[src/rtl/muldiv_arbiter.sv]
// Round-robin arbiter that shares one ALU (basic ops plus multi-cycle MUL/DIV)
// between NUM_REQ requesters; one operation in flight, result returned over valid/ready.
module muldiv_arbiter #(
    parameter int NUM_REQ = 2
) (
    input  logic                  clk,
    input  logic                  reset_ni,
    input  logic [NUM_REQ-1:0]    req_valid_i,
    output logic [NUM_REQ-1:0]    req_ready_o,
    input  logic [32*NUM_REQ-1:0] req_in1_i,
    input  logic [32*NUM_REQ-1:0] req_in2_i,
    input  logic [3*NUM_REQ-1:0]  req_op_i,
    input  logic [NUM_REQ-1:0]    req_qual_i,
    input  logic [NUM_REQ-1:0]    req_ext_i,
    output logic [NUM_REQ-1:0]    rsp_valid_o,
    input  logic [NUM_REQ-1:0]    rsp_ready_i,
    output logic [31:0]           rsp_data_o,
    output logic                  alu_start_o,
    output logic [31:0]           alu_in1_o,
    output logic [31:0]           alu_in2_o,
    output logic [2:0]            alu_op_o,
    output logic                  alu_qual_o,
    output logic                  alu_ext_o,
    input  logic [31:0]           alu_out_i,
    input  logic                  alu_busy_i
);

    localparam int IDXW = (NUM_REQ > 1) ? $clog2(NUM_REQ) : 1;

    typedef enum logic [1:0] {IDLE, ISSUE, WAIT, RESP} state_e;

    state_e              state_q, state_d;
    logic [IDXW-1:0]     grant_q, grant_d;
    logic [IDXW-1:0]     last_grant_q, last_grant_d;
    logic                alu_start_q, alu_start_d;
    logic [31:0]         alu_in1_q, alu_in1_d;
    logic [31:0]         alu_in2_q, alu_in2_d;
    logic [2:0]          alu_op_q, alu_op_d;
    logic                alu_qual_q, alu_qual_d;
    logic                alu_ext_q, alu_ext_d;
    logic [31:0]         rsp_data_q, rsp_data_d;
    logic [NUM_REQ-1:0]  rsp_valid_q, rsp_valid_d;

    logic [IDXW-1:0]     winner;
    logic [IDXW-1:0]     cand;
    logic                any_valid;

    assign any_valid = |req_valid_i;

    // Scan from the farthest candidate down to last_grant+1 so the nearest valid one wins.
    always_comb begin
        winner = last_grant_q;
        cand   = '0;
        for (int i = NUM_REQ; i >= 1; i--) begin
            cand = IDXW'((int'(last_grant_q) + i) % NUM_REQ);
            if (req_valid_i[cand]) begin
                winner = cand;
            end
        end
    end

    always_comb begin
        req_ready_o = '0;
        if (state_q == IDLE && any_valid) begin
            req_ready_o[winner] = 1'b1;
        end
    end

    always_comb begin
        state_d      = state_q;
        grant_d      = grant_q;
        last_grant_d = last_grant_q;
        alu_start_d  = 1'b0;
        alu_in1_d    = alu_in1_q;
        alu_in2_d    = alu_in2_q;
        alu_op_d     = alu_op_q;
        alu_qual_d   = alu_qual_q;
        alu_ext_d    = alu_ext_q;
        rsp_data_d   = rsp_data_q;
        rsp_valid_d  = rsp_valid_q;

        case (state_q)
            IDLE: begin
                if (any_valid) begin
                    alu_in1_d    = req_in1_i[32*winner +: 32];
                    alu_in2_d    = req_in2_i[32*winner +: 32];
                    alu_op_d     = req_op_i[3*winner +: 3];
                    alu_qual_d   = req_qual_i[winner];
                    alu_ext_d    = req_ext_i[winner];
                    grant_d      = winner;
                    last_grant_d = winner;
                    alu_start_d  = 1'b1;
                    state_d      = ISSUE;
                end
            end
            ISSUE: begin
                state_d = WAIT;
            end
            WAIT: begin
                // Basic ops never raise busy, so their result is already on alu_out_i here.
                if (!alu_busy_i) begin
                    rsp_data_d           = alu_out_i;
                    rsp_valid_d          = '0;
                    rsp_valid_d[grant_q] = 1'b1;
                    state_d              = RESP;
                end
            end
            RESP: begin
                if (rsp_ready_i[grant_q]) begin
                    rsp_valid_d = '0;
                    state_d     = IDLE;
                end
            end
            default: begin
                state_d = IDLE;
            end
        endcase
    end

    always_ff @(posedge clk or negedge reset_ni) begin
        if (!reset_ni) begin
            state_q      <= IDLE;
            grant_q      <= '0;
            last_grant_q <= IDXW'(NUM_REQ - 1);
            alu_start_q  <= 1'b0;
            alu_in1_q    <= '0;
            alu_in2_q    <= '0;
            alu_op_q     <= '0;
            alu_qual_q   <= 1'b0;
            alu_ext_q    <= 1'b0;
            rsp_data_q   <= '0;
            rsp_valid_q  <= '0;
        end else begin
            state_q      <= state_d;
            grant_q      <= grant_d;
            last_grant_q <= last_grant_d;
            alu_start_q  <= alu_start_d;
            alu_in1_q    <= alu_in1_d;
            alu_in2_q    <= alu_in2_d;
            alu_op_q     <= alu_op_d;
            alu_qual_q   <= alu_qual_d;
            alu_ext_q    <= alu_ext_d;
            rsp_data_q   <= rsp_data_d;
            rsp_valid_q  <= rsp_valid_d;
        end
    end

    assign alu_start_o = alu_start_q;
    assign alu_in1_o   = alu_in1_q;
    assign alu_in2_o   = alu_in2_q;
    assign alu_op_o    = alu_op_q;
    assign alu_qual_o  = alu_qual_q;
    assign alu_ext_o   = alu_ext_q;
    assign rsp_data_o  = rsp_data_q;
    assign rsp_valid_o = rsp_valid_q;

endmodule

[config.mk]
export PLATFORM = sky130hd
export DESIGN_NAME = muldiv_arbiter
export DESIGN_NICKNAME = d
export VERILOG_FILES = /design/src/rtl/muldiv_arbiter.sv
export SDC_FILE = /design/constraint.sdc
export NUM_CORES = 1
export LEC_CHECK = 0
export ABC_AREA = 1
export CORE_MARGIN = 5
export CORE_UTILIZATION = 39
export DETAILED_ROUTE_END_ITERATION = 16
export PLACE_DENSITY_LB_ADDON = 0.05
export REMOVE_ABC_BUFFERS = 1
export SLEW_MARGIN = 20
export SYNTH_ARGS = -nofsm -noshare
export SYNTH_HDL_FRONTEND = slang
export SYNTH_SLANG_ARGS = --single-unit
[constraint.sdc]
create_clock -name clk -period 1.9 [get_ports clk]
set_clock_uncertainty 0.05 [all_clocks]
set_input_delay 0.19 -clock clk [delete_from_list [all_inputs] [get_ports clk]]
set_output_delay 0.19 -clock clk [all_outputs]
set_load 0.02 [all_outputs]
==> results.json <==
{
  "cts_buffer_depth": 2,
  "grt_overflow_total": 0,
  "cap_violations": 0,
  "port_buffers": 282,
  "die_width_um": 124,
  "timing.fmax_mhz": 558,
  "fp-row-count": 41,
  "final_core_util_pct": 66.6,
  "wl_per_cell_um": 14.6,
  "grt_max_degree": 73,
  "numCtsBuffers": 9,
  "dieArea_um2": 15400,
  "stdcell_count": 1151,
  "grt_pass1_vias": 5345,
  "yosysMostFrequentCell": "nand2_1",
  "synthFlopType": "dfrtp_1",
  "cp_cell_sequence": "inv_1, nand2_1, nand2_2, nor2_1, dlygate4sd2_1",
  "leakage_nw": 4.30,
  "synth_edf_count": 0,
  "synth.avg_cell_area_um2": 7.20,
  "ys_top_cells_by_count": "497 x nand2_1, 107 x dfrtp_1, 35 x nand3_1, 18 x clkbuf_1, 16 x buf_2",
  "rsz0062_at_grt": "no",
  "slew_headroom_pct": 51.9,
  "nNetsFinal": 1157,
  "hold_class": "input port to asynchronous set/reset pin",
  "core_area_um2": 12700,
  "tightest_slew_ns": 0.722,
  "final.period_utilization_pct": 94.3,
  "start_kind": "register",
  "cp-end-kind": "output pin",
  "slew_violations": 0,
  "vias": 5229,
  "mappedNetlistArea_um2": 5070,
  "cts.sinks": 108,
  "cts_root_buf": "clkbuf_16",
  "yosysTopAreaCellShare_pct": 52.9,
  "globalplace.congestion": 0.831,
  "ys_top_cells_by_area": "dfrtp_1 53%, nand2_1 37%, nand3_1 3.5%, buf_2 1.6%, clkbuf_1 1.3%",
  "r2r-end": "alu_qual_o",
  "ys_async_sr_fraction_pct": 100,
  "critPathRequiredTime_ns": 1.66,
  "cp_slowest_cell": "dfstp_2",
  "dr.pass1.iters": 4,
  "antenna_found_initial": 0,
  "routed_wirelength_um": 16800,
  "dp_cells": 1133,
  "yosysWarnings": 0,
  "io_pins": 283,
  "crit_type": "register to output pin",
  "clk_pin_slew_ns": 0.07,
  "reg2reg_depth": 6,
  "fill_cells": 1084,
  "die_h_um": 124,
  "path_max_fanout": 4,
  "syn-instance-count": 704,
  "synth_largest_area_cell": "dfrtp_1",
  "fin_setup_tns_ns": 0,
  "synth-seq-cells": 108,
  "cts_tree": "done",
  "ff2ff_setup_slack_ns": 0.21,
  "synth_seq_area_share_pct": 53.4,
  "grt_pass1_wl_um": 26000,
  "ant_nets": 0,
  "grt_use_total_pct": 21.8,
  "worstPathArrival_ns": 1.55,
  "initial_core_util_pct": 40.0,
  "placed_cell_area_um2": 8100,
  "drive_above_1_share_pct": 4.09,
  "cellPowerDensity_nw_per_um2": 1530,
  "r2r-start": "state_q[0]",
  "synth.distinct_cells": 16,
  "syn_to_final_growth_pct": 66.5,
  "power_mw": 12.9,
  "finalSetupViolations": 0,
  "status": "finished, final reports clean",
  "htree_levels": 3,
  "clock_latency_ns": 0.34,
  "antenna_cells": 0,
  "slowest_delay_ns": 0.57,
  "finish.instance_area_um2": 8440,
  "drt_iter0_drc": 223,
  "drcViolationCount": 0,
  "dp_hpwl_um": 12800,
  "drt-vias-per-instance": 4.54,
  "vdd_drop_max_uv": 679,
  "hold_viol": 0,
  "min_period_ns": 1.79
}
final cells by class:
class / count / area [µm²] / area share (%)
clock inverter: 2 / 35.0 / 0.415
tap: 172 / 215 / 2.55
inverter: 10 / 37.5 / 0.445
sequential: 108 / 2700 / 32.0
multi-input combinational: 548 / 2180 / 25.9
timing repair buffer: 299 / 3000 / 35.6
clock buffer: 12 / 256 / 3.04
through the flow:
stage          hold slack, ns  setup slack (ns)
6_report                0.343             0.109
5_1_grt                 0.349           0.00622
4_1_cts                 0.332            0.0178
3_5_place_dp            0.168           -0.0500
3_3_place_gp            0.172           0.00816
2_1_floorplan          -0.156             -1.09
registers in the layout, indices dropped and copies added (netlist names), 2 cells and up:
register	cells
rsp_data_o	32
alu_in2_o	32
alu_in1_o	32
alu_op_o	3
rsp_valid_o	2
state_q	2
worst max-delay path by stage:
stage | from | to | cells past startpoint
floorplan | req_valid_i[1] | req_ready_o[1] | 4
global placement | req_valid_i[1] | req_ready_o[1] | 6
detailed placement | req_valid_i[1] | req_ready_o[1] | 6
CTS | state_q[0] | req_ready_o[1] | 7
global route | state_q[0] | req_ready_o[1] | 7
finish | last_grant_q | req_ready_o[0] | 5
cells in the final DEF, fill, tap and decap left out, types with 3 or more instances in the layout:
master	count
buf_12	4
ha_1	3
clkdlybuf4s50_1	279
o21ai_0	4
inv_2	3
dfrtp_1	107
inv_1	7
buf_4	12
nor2_1	4
nand3_1	35
clkbuf_16	9
nand2_1	496
where the power goes:
part	internal, mW	switching (mW)
clock	1.08	0.787
combinational	3.06	4.06
sequential	3.36	0.582
total	7.50	5.43
metal layers:
layer  vias up  global-route usage (%)  share of wire [%]
met1      2329                    25.5                 39
met4         0                    8.49                3.1
met5         -                       0                  0
met3        33                    7.81                9.6
met2       206                    36.6                 49
li1       2661                       -                  -
logic make-up (layout without fill, tap and decap cells):
group	count (synthesis)	count (layout)	synth area share, %
adders and majority gates	4	4	0.988
and+or+nand+nor	537	537	40.7
DFF	108	108	53.4
buffers and inverters	48	323	4.10
AOI/OAI and AO/OA	7	7	0.840
critical path, delay by kind of cell, from the launching register on:
kind	cells	cell delay, ns
flip-flops	1	0.57
AND/OR/NAND/NOR	3	0.23
buffers and inverters	2	0.40
timing repair:
action,in CTS,in global routing
buffers inserted,0,3
setup endpoints to repair,2,73
hold buffers,1,0
endpoints found under the hold margin,107,0
gates resized for setup,5,4
Power figures use the tool's default switching activity.
